**config.mk**
```make
export PLATFORM = sky130hd
export DESIGN_NAME = fast_scan_ctrl
export DESIGN_NICKNAME = d
export VERILOG_FILES = /design/src/rtl/fast_scan_ctrl.sv
export SDC_FILE = /design/constraint.sdc
export NUM_CORES = 1
export LEC_CHECK = 0
export CAP_MARGIN = 15
export CORE_ASPECT_RATIO = 2
export CORE_MARGIN = 5
export CORE_UTILIZATION = 52
export DETAILED_ROUTE_END_ITERATION = 6
export PLACE_DENSITY = 0.86
export SYNTH_ARGS = -nofsm -noshare
export SYNTH_HDL_FRONTEND = slang
export SYNTH_SLANG_ARGS = --single-unit
```
**constraint.sdc**
```tcl
create_clock -name clk -period 9.2 [get_ports clk]
set_clock_uncertainty 0.15 [all_clocks]
set_input_delay 1.84 -clock clk [delete_from_list [all_inputs] [get_ports clk]]
set_output_delay 1.84 -clock clk [all_outputs]
set_load 0.05 [all_outputs]
```
**src/rtl/fast_scan_ctrl.sv**
```systemverilog
// Frame-scan sequencer for the FAST front end: steps a serpentine position generator,
// fetches each pixel from SRAM and streams it with its coordinates to the detector.
module fast_scan_ctrl #(
  parameter int SIZE   = 4,
  parameter int ADDR_W = 8,
  parameter int DATA_W = 8
) (
  input  logic                clk,
  input  logic                n_rst,
  input  logic                start,
  input  logic                abort,
  input  logic [SIZE-1:0]     img_w,
  input  logic [SIZE-1:0]     img_h,
  output logic                busy,
  output logic                frame_done,
  output logic                dim_err,
  output logic                pos_update,
  output logic                pos_new_trans,
  output logic [SIZE-1:0]     pos_max_x,
  output logic [SIZE-1:0]     pos_max_y,
  input  logic [SIZE-1:0]     pos_x,
  input  logic [SIZE-1:0]     pos_y,
  input  logic                pos_end,
  output logic                rd_req,
  output logic [ADDR_W-1:0]   rd_addr,
  input  logic                rd_ack,
  input  logic [DATA_W-1:0]   rd_data,
  output logic                px_valid,
  input  logic                px_ready,
  output logic [DATA_W-1:0]   px_data,
  output logic [SIZE-1:0]     px_x,
  output logic [SIZE-1:0]     px_y,
  output logic [2*SIZE-1:0]   px_count
);

  localparam logic [2:0] ST_IDLE    = 3'd0;
  localparam logic [2:0] ST_CLEAR   = 3'd1;
  localparam logic [2:0] ST_CAPTURE = 3'd2;
  localparam logic [2:0] ST_FETCH   = 3'd3;
  localparam logic [2:0] ST_SEND    = 3'd4;
  localparam logic [2:0] ST_STEP    = 3'd5;
  localparam logic [2:0] ST_DONE    = 3'd6;

  localparam logic [2*SIZE-1:0] CNT_ONE = {{(2*SIZE-1){1'b0}}, 1'b1};

  logic [2:0]          state_r;
  logic [2:0]          state_nx_s;
  logic [SIZE-1:0]     img_w_r;
  logic [SIZE-1:0]     img_h_r;
  logic [SIZE-1:0]     cur_x_r;
  logic [SIZE-1:0]     cur_y_r;
  logic                last_r;
  logic [ADDR_W-1:0]   rd_addr_r;
  logic [DATA_W-1:0]   px_data_r;
  logic [2*SIZE-1:0]   px_count_r;
  logic                busy_r;
  logic                frame_done_r;
  logic                dim_err_r;
  logic                pos_update_r;
  logic                pos_new_trans_r;
  logic                rd_req_r;
  logic                px_valid_r;

  logic                start_acc_s;
  logic                dim_zero_s;
  logic                abort_exit_s;
  logic                px_fire_s;
  logic [ADDR_W-1:0]   addr_s;

  assign start_acc_s  = (state_r == ST_IDLE) && start;
  assign dim_zero_s   = (img_w == {SIZE{1'b0}}) || (img_h == {SIZE{1'b0}});
  assign abort_exit_s = abort && (state_r != ST_IDLE);
  assign px_fire_s    = (state_r == ST_SEND) && px_ready && !abort;
  // Row-major address of the generator position; row pitch is the latched width.
  assign addr_s = ADDR_W'(pos_y) * ADDR_W'(img_w_r) + ADDR_W'(pos_x);

  // Next-state decode; abort outranks every other transition outside IDLE.
  always_comb begin
    state_nx_s = state_r;
    if (abort_exit_s) begin
      state_nx_s = ST_IDLE;
    end else begin
      case (state_r)
        ST_IDLE: begin
          if (start) begin
            if (dim_zero_s) begin
              state_nx_s = ST_DONE;
            end else begin
              state_nx_s = ST_CLEAR;
            end
          end else begin
            state_nx_s = ST_IDLE;
          end
        end
        ST_CLEAR:   state_nx_s = ST_CAPTURE;
        ST_CAPTURE: state_nx_s = ST_FETCH;
        ST_FETCH: begin
          if (rd_ack) begin
            state_nx_s = ST_SEND;
          end else begin
            state_nx_s = ST_FETCH;
          end
        end
        ST_SEND: begin
          if (px_ready) begin
            if (last_r) begin
              state_nx_s = ST_DONE;
            end else begin
              state_nx_s = ST_STEP;
            end
          end else begin
            state_nx_s = ST_SEND;
          end
        end
        ST_STEP:    state_nx_s = ST_CAPTURE;
        ST_DONE:    state_nx_s = ST_IDLE;
        default:    state_nx_s = ST_IDLE;
      endcase
    end
  end

  // State and control strobes, registered from the next state so outputs carry no input paths.
  always_ff @(posedge clk or negedge n_rst) begin
    if (!n_rst) begin
      state_r         <= ST_IDLE;
      busy_r          <= 1'b0;
      frame_done_r    <= 1'b0;
      dim_err_r       <= 1'b0;
      pos_update_r    <= 1'b0;
      pos_new_trans_r <= 1'b0;
      rd_req_r        <= 1'b0;
      px_valid_r      <= 1'b0;
    end else begin
      state_r         <= state_nx_s;
      busy_r          <= (state_nx_s != ST_IDLE);
      frame_done_r    <= (state_nx_s == ST_DONE);
      dim_err_r       <= start_acc_s && dim_zero_s;
      pos_update_r    <= (state_nx_s == ST_STEP);
      pos_new_trans_r <= (state_nx_s == ST_CLEAR) || abort_exit_s;
      rd_req_r        <= (state_nx_s == ST_FETCH);
      px_valid_r      <= (state_nx_s == ST_SEND);
    end
  end

  // Datapath: end-of-frame flag is taken once in CAPTURE since the generator wraps afterwards.
  always_ff @(posedge clk or negedge n_rst) begin
    if (!n_rst) begin
      img_w_r    <= {SIZE{1'b0}};
      img_h_r    <= {SIZE{1'b0}};
      cur_x_r    <= {SIZE{1'b0}};
      cur_y_r    <= {SIZE{1'b0}};
      last_r     <= 1'b0;
      rd_addr_r  <= {ADDR_W{1'b0}};
      px_data_r  <= {DATA_W{1'b0}};
      px_count_r <= {(2*SIZE){1'b0}};
    end else begin
      if (start_acc_s) begin
        img_w_r <= img_w;
        img_h_r <= img_h;
      end
      if ((state_r == ST_CAPTURE) && !abort) begin
        cur_x_r   <= pos_x;
        cur_y_r   <= pos_y;
        last_r    <= pos_end;
        rd_addr_r <= addr_s;
      end
      if ((state_r == ST_FETCH) && rd_ack && !abort) begin
        px_data_r <= rd_data;
      end
      if (start_acc_s) begin
        px_count_r <= {(2*SIZE){1'b0}};
      end else if (px_fire_s && !(&px_count_r)) begin
        px_count_r <= px_count_r + CNT_ONE;
      end
    end
  end

  assign busy          = busy_r;
  assign frame_done    = frame_done_r;
  assign dim_err       = dim_err_r;
  assign pos_update    = pos_update_r;
  assign pos_new_trans = pos_new_trans_r;
  assign pos_max_x     = img_w_r;
  assign pos_max_y     = img_h_r;
  assign rd_req        = rd_req_r;
  assign rd_addr       = rd_addr_r;
  assign px_valid      = px_valid_r;
  assign px_data       = px_data_r;
  assign px_x          = cur_x_r;
  assign px_y          = cur_y_r;
  assign px_count      = px_count_r;

endmodule
```
Word-level counts from Yosys, hierarchy flattened
Index checks and enable logic that the tools add are counted.

word-level totals
  register bits after elaboration = 51
  bits of input ports = 31
  output and inout port bits = 47
  word-level logic and storage cells = 59

cells by class
  add/sub/neg operators = 2
  multipliers = 1
  eq/ne operators = 10
  muxes and demuxes = 9
  reduce and logical (&&, ||, !) cells = 21

operators by type and width
  operator                                                         number
  8-bit two-way mux                                                2
  3-bit == test, second input constant                             5
  3-bit two-way mux                                                5
  3-bit one-hot mux with 5 select lines                            1
  3-bit by 2-bit == test with 1-bit output, second input constant  3
  1-bit logical AND                                                9
  8-bit by 1-bit adder with 8-bit output, second input constant    1
  8-bit by 4-bit adder with 8-bit output                           1
  4-bit zero test                                                  2
  4-bit by 4-bit multiplier with 8-bit output                      1
  8-bit AND reduction                                              1
  3-bit by 1-bit == test with 1-bit output, second input constant  2
  3-bit nonzero test                                               2
  3-bit zero test                                                  1
  1-bit zero test                                                  2
  1-bit logical OR                                                 2
  2-bit two-way mux                                                1
  2-bit nonzero test                                               1
  2-bit OR reduction                                               1

Depth between registers and ports, before layout
Gate-level depths: netlist of run 1.

  depth after elaboration = 8
  mapped depth = 11
  gate-level depth less buffers = 11

Worst setup path before layout of run 1
OpenSTA, ideal clock, no wires.

  path kind = input to register
  start point = input port pos_y[0]
  end point = register rd_addr_r[7], in the netlist rd_addr[7]
  setup time = 128 ps
  data arrival time = 4367 ps
  required time = 8922 ps
  path slack = 4555 ps
  cell stages on the path = 10
  path buffers = 0
  cells stage by stage = nand2_1 > fa_1 > fa_1 > fa_1 > inv_1 > ha_1 > a211oi_1 > o21bai_1 > mux2i_1 > nand3_1

on the way
  cells in the longest elaborated chain, start to end = 2

RTL lines
  item                                         line  text
  start: declaration                           22    input logic [SIZE-1:0] pos_y,
  4-bit by 4-bit multiplier with 8-bit output  75    assign addr_s = ADDR_W'(pos_y) * ADDR_W'(img_w_r) + ADDR_W'(pos_x);
  8-bit by 4-bit adder with 8-bit output       75
  end signal: assignment                       153   rd_addr_r <= {ADDR_W{1'b0}};
  end signal: assignment                       165   rd_addr_r <= addr_s;
  end: declaration                             53    logic [ADDR_W-1:0] rd_addr_r;

No other way between the ends.
A chain may end at the register's enable or synchronous reset.

Worst setup path after layout of run 1
Ends and elaborated chain as after synthesis.

==> impl_metrics.yaml, run 1 <==
hold_path:
  holdCritPathClass: "register to register"
  hold-path-cell-count: 2
  worstHoldStart: "rd_addr[5]$_DFFE_PN0P_"
  holdPathEnd: "rd_addr[5]$_DFFE_PN0P_"
job:
  cap_viol_max_count: 0
logic_synthesis:
  synth_edf_count: 0
  syn-num-nets: 341
  ys.flop_type: "dfrtp_1"
  synthCells: 286
  synth_area_leader_cell: "dfrtp_1"
  synthArstFlopShare_pct: 100
  syn_area_sq_um: 2810
  ys_top_cells_by_area: "dfrtp_1 45%, nand2_1 9.7%, ha_1 7.6%"
  avgSynthCellArea_sq_um: 9.83
  yosysUniqueCellTypes: 47
  ys_seq_area_share_pct: 45.4
  yosysWarnings: 0
  ys_ff_latch: 51
  synth_top_area_share_pct: 45.4
setup_path:
  worstSetupStartpointType: "input pin"
  critPathKind: "input pin to register"
  crit_slowest_cell: "clkdlybuf4s50_1"
  cp_slowest_stage_delay_ps: 530
  crit_path_max_fanout: 5
  r2r-end: "rd_addr[7]$_DFFE_PN0P_"
  critPathArrivalTime_ps: 5150
  crit_top_cell: "fa_1"
  crit_chain: "clkdlybuf4s50_1, nand2_1, fa_1, fa_1, fa_1, inv_1, ha_1, a211oi_1, o21bai_1, mux2i_1, nand3_1"
  worstPathRequired_ps: 9250
  reg2reg_slack_ps: 5650
  end_kind: "register"
  rr_startpoint: "pos_max_x[3]$_DFFE_PN0P_"
  rr_worst_depth: 10
final_layout:
  syn_to_final_growth_pct: 33.1
  nNetsFinal: 417
  most-common-layout-cells: "76 x clkdlybuf4s50_1, 73 x nand2_1, 51 x dfrtp_1"
  n_antenna_cell: 0
  final_util_pct: 70.3
  drive_gt1_share_pct: 7.16
  final_cells: 423
  finish.instance_area_sq_um: 3740
  final_common_cell: "clkdlybuf4s50_1"
routing:
  postRouteAntennaNets: 0
  avgRoutedWirePerCell_um: 15.5
  drt-vias-per-instance: 5.59
  m1WireLength_um: 2610
  vias: 2365
  wl_met3_um: 623
  first_iter_violations: 94
  drc: 0
  wl_um: 6540
  dr.pass1.iters: 4
  met2_length_um: 3240
  dr.max_layer_used: "met4"
sta:
  finalSetupViolCount: 0
  relSlewSlack_pct: 46.7
  finalHoldViolCount: 0
  tightestPinTransition_ps: 800
  whs_ps: 333
  rsz0062_at_grt: "false"
  max_freq_mhz: 196
  slew_viol_final: 0
  finalCriticalPeriod_ps: 5110
  fin_setup_tns_ps: 0
  timing.final.crit_share_pct: 55.5
grt:
  grt_first_pass_wirelength_um: 11200
  antenna_found_initial: 0
  gr-total-overflow: 0
  grt_max_degree: 52
  grt_pass1_vias: 2429
  grt.total_usage_pct: 20.7
floorplanning:
  fp.dieH_um: 114
  core_sq_um: 5330
  initial_core_util_pct: 52.8
  die_w_um: 62.0
  rows: 38
  dieArea_sq_um: 7070
  pin_count: 78
outcome:
  status: "complete, no violations"
power:
  leakage_uw: 0.00172
  power_density_nw_per_um2: 353
  vdd_drop_max_v: 0.000278
clock_network:
  cts_buffers: 5
  cts_resized: 0
  htree_num_levels: 2
  clk_pin_slew_ps: 90
  clkLatencyLatePin_ps: 310
  cts_setup_buffers: 0
  ctsHoldBuffers: 0
  numClockSinks: 51
  cts_tree: "done"
  clockBufferDepth: 2
  cts_root_buf: "clkbuf_8"
placed_design:
  placed_area_sq_um: 3620
  dp_cells: 414
  hpwlAfterDp_um: 4960
  gp_congestion: 0.835
  portBuffers: 77
where the power goes:
part	internal (uW)	switching (uW)	leakage, uW
clock	68.6	76.4	0.0000505
sequential	306	68.3	0.000656
combinational	295	506	0.00102
logic make-up (layout without fill, tap and decap cells):
family,after synthesis,count (layout),synth area share (%)
simple gates,136,136,24.3
fa+ha+maj,24,24,12.5
mux,11,11,4.27
xor+xnor,2,2,0.623
buf+inv,21,98,3.07
compound gates,41,41,9.79
flops,51,51,45.4
cell usage after synthesis, drive strengths merged, types with 3 or more instances:
cell    number
ha          17
buf          5
nand3        6
mux2         8
fa           7
nor3b        5
nand2       73
and2        15
inv         10
o21bai       3
a211oi       7
mux2i        3
nor4         4
clkbuf       6
nor2        13
o21ai       11
dfrtp       51
a21oi        5
nor3         3
metrics by stage:
step           setup WS, ps  total power, uW
3_3_place_gp           3930             1150
6_report               4090             1320
4_1_cts                4100             1330
3_5_place_dp           3860             1180
2_1_floorplan          4560              926
5_1_grt                3890             1420
state kept, by name (all words and copies together), names as in the netlist:
signal	flops
busy	1
rd_req	1
pos_update	1
px_data	8
px_x	4
frame_done	1
px_y	4
pos_new_trans	1
pos_max_y	4
last_r	1
rd_addr	8
state_r	3
px_count	8
px_valid	1
dim_err	1
pos_max_x	4
how the worst max path moves through the flow:
stage,from,slack (ps),end
6_report,pos_y[0],4090,rd_addr[7]$_DFFE_PN0P_
5_1_grt,pos_y[1],3890,rd_addr[7]$_DFFE_PN0P_
4_1_cts,pos_y[0],4100,rd_addr[7]$_DFFE_PN0P_
3_5_place_dp,pos_y[0],3860,rd_addr[7]$_DFFE_PN0P_
3_3_place_gp,pos_y[0],3930,rd_addr[7]$_DFFE_PN0P_
2_1_floorplan,pos_y[0],4560,rd_addr[7]$_DFFE_PN0P_
area by class of cell:
cell class                      instances  area (sq um)
Clock buffer                            7          96.3
Fill cell                             409          1580
Timing Repair Buffer                   80           801
Tap cell                               60          75.1
Inverter                               10          37.5
Clock inverter                          1          7.51
Multi-Input combinational cell        214          1450
Sequential cell                        51          1280
per-layer routing:
layer / up-vias / track usage, %
li1: 1129 / -
met2: 86 / 31.8
met1: 1142 / 27.0
met4: 0 / 5.81
met5: - / 0
met3: 8 / 7.47
worst max-delay path: cells and delay by family:
kind | cells | cell delay (ps)
buf+inv | 2 | 570
fa+ha+maj | 4 | 1900
mux | 1 | 170
compound gates | 2 | 500
simple gates | 2 | 170
No activity file was read; power rests on OpenSTA's default activity.
==> run 2: changes to the inputs <==
--- a/config.mk
+++ b/config.mk
@@ -8,9 +8,9 @@
 export CAP_MARGIN = 15
 export CORE_ASPECT_RATIO = 2
 export CORE_MARGIN = 5
-export CORE_UTILIZATION = 52
+export CORE_UTILIZATION = 48
 export DETAILED_ROUTE_END_ITERATION = 6
-export PLACE_DENSITY = 0.86
+export PLACE_DENSITY = 0.8
 export SYNTH_ARGS = -nofsm -noshare
 export SYNTH_HDL_FRONTEND = slang
 export SYNTH_SLANG_ARGS = --single-unit
==> constraint.sdc (replaced) <==
create_clock -name clk -period 5.1 [get_ports clk]
set_clock_uncertainty 0.15 [all_clocks]
set_input_delay 1.02 -clock clk [delete_from_list [all_inputs] [get_ports clk]]
set_output_delay 1.02 -clock clk [all_outputs]
set_load 0.05 [all_outputs]
==> run 2 against run 1 <==
  * Core utilization down 3.6 points
  * First-iteration DRC count down 19%
  * Design area up 1.7%
  * Count of clock-buffer cells in the layout down 1
  * Register-to-register slack worse by 4000 ps
  * Largest cell class unchanged
==> impl_metrics.yaml, run 2 (synthesized netlist as in run 1, its figures left out) <==
routing:
  vias: 2346
  avgRoutedWirePerCell_um: 15.9
  drt-vias-per-instance: 5.53
  dr.pass1.iters: 4
  postRouteAntennaNets: 0
  drc: 0
  wl_um: 6750
  first_iter_violations: 76
floorplanning:
  core_sq_um: 5710
  rows: 39
  fp.dieH_um: 118
  pin_count: 78
  initial_core_util_pct: 49.3
  die_w_um: 64.1
  dieArea_sq_um: 7580
final_layout:
  most-common-layout-cells: "76 x clkdlybuf4s50_1, 73 x nand2_1, 51 x dfrtp_1"
  final_common_cell: "clkdlybuf4s50_1"
  final_util_pct: 66.7
  syn_to_final_growth_pct: 35.3
  n_antenna_cell: 0
  num-fill-cells: 451
  drive_gt1_share_pct: 7.16
  nNetsFinal: 417
power:
  power_uw: 2520
  leakage_uw: 0.00176
  power_density_nw_per_um2: 662
  vdd_drop_max_v: 0.000479
clock_network:
  clockBufferDepth: 2
  cts_resized: 0
  numClockSinks: 51
  ctsHoldBuffers: 0
  cts_setup_buffers: 0
  clk_pin_slew_ps: 70
  cts_tree: "done"
  clkLatencyLatePin_ps: 290
  cts_root_buf: "clkbuf_16"
  htree_num_levels: 2
  cts_buffers: 5
hold_path:
  hold-path-cell-count: 2
  holdCritPathClass: "register to register"
grt:
  grt.total_usage_pct: 18.9
  antenna_found_initial: 0
  grt_max_degree: 52
  grt_pass1_vias: 2476
  grt_first_pass_wirelength_um: 11400
  gr-total-overflow: 0
sta:
  relSlewSlack_pct: 44.0
  finalHoldViolCount: 0
  whs_ps: 326
  finalSetupViolCount: 0
  rsz0062_at_grt: "false"
  max_freq_mhz: 233
  timing.final.crit_share_pct: 84.2
  finalCriticalPeriod_ps: 4300
  tightestPinTransition_ps: 840
  slew_viol_final: 0
  fin_setup_tns_ps: 0
outcome:
  status: "complete, no violations"
placed_design:
  gp_congestion: 0.941
  portBuffers: 77
  hpwlAfterDp_um: 5170
setup_path:
  crit_path_max_fanout: 5
  crit_top_cell: "fa_1"
  end_kind: "register"
  crit_buf_inv: 2
  critPathKind: "input pin to register"
  worstSetupStartpointType: "input pin"
  cp_top_family: "adder cells"
  crit_slowest_cell: "clkdlybuf4s50_1"
  rr_worst_depth: 10
  cp.depth: 11
  worstPathRequired_ps: 5120
  cp_slowest_stage_delay_ps: 530
  critPathArrivalTime_ps: 4310
  crit_chain: "clkdlybuf4s50_1, nand2_1, fa_1, fa_1, fa_1, inv_1, ha_1, a211oi_1, o21bai_1, mux2i_1, nand3_1"
job:
  cap_viol_max_count: 0
## run 2: per-stage QoR
stage	area, sq um	cells	setup WS (ps)
finish	3810	424	804
global route	3810	424	626
global placement	3630	416	637
CTS	3810	424	797
floorplan	2810	286	1280
detailed placement	3630	416	555
## run 2: metal layers
metal | up-vias | part of all wire [%] | GRT usage, %
li1 | 1130 | - | -
met3 | 19 | 5.2 | 4.46
met1 | 1130 | 35 | 18.6
met5 | - | 0 | 0
met4 | 0 | 4.4 | 10.2
met2 | 67 | 55 | 34.9
## run 2: path summary, 6_finish.rpt
path	from	end	slack (ps)
min reg2reg	pos_max_y[1]$_DFFE_PN0P_	pos_max_y[1]$_DFFE_PN0P_	330
max reg2reg	pos_max_x[3]$_DFFE_PN0P_	rd_addr[7]$_DFFE_PN0P_	1610
min in group asynchronous	n_rst	px_y[1]$_DFFE_PN0P_	670
max	pos_y[0]	rd_addr[7]$_DFFE_PN0P_	800
min	pos_max_y[1]$_DFFE_PN0P_	pos_max_y[1]$_DFFE_PN0P_	330
max in group asynchronous	n_rst	state_r[0]$_DFF_PN0_	3680
## run 2: worst register-to-register path: cells and delay by family, from the launching register on
family	cells	cell delay (ps)
DFF	1	450
buffers and inverters	1	50
AOI/OAI and AO/OA	2	440
and+or+nand+nor	2	210
muxes	1	180
adders and majority gates	4	1900
## run 2: final cells by class
| cell class | count | area, sq um | share of cell area [%] |
|---|---|---|---|
| multi-input combinational | 214 | 1450 | 38.1 |
| sequential | 51 | 1280 | 33.5 |
| timing repair buffer | 80 | 788 | 20.7 |
| clock buffer | 6 | 139 | 3.65 |
| tap | 61 | 76.3 | 2.01 |
| clock inverter | 2 | 38.8 | 1.02 |
| inverter | 10 | 37.5 | 0.986 |
## run 2: power breakdown
group | internal (uW) | total (uW) | switching, uW | leakage (uW)
Combinational | 532 | 1450 | 913 | 0.00101
Sequential | 554 | 676 | 122 | 0.000656
Clock | 247 | 398 | 151 | 0.0000875
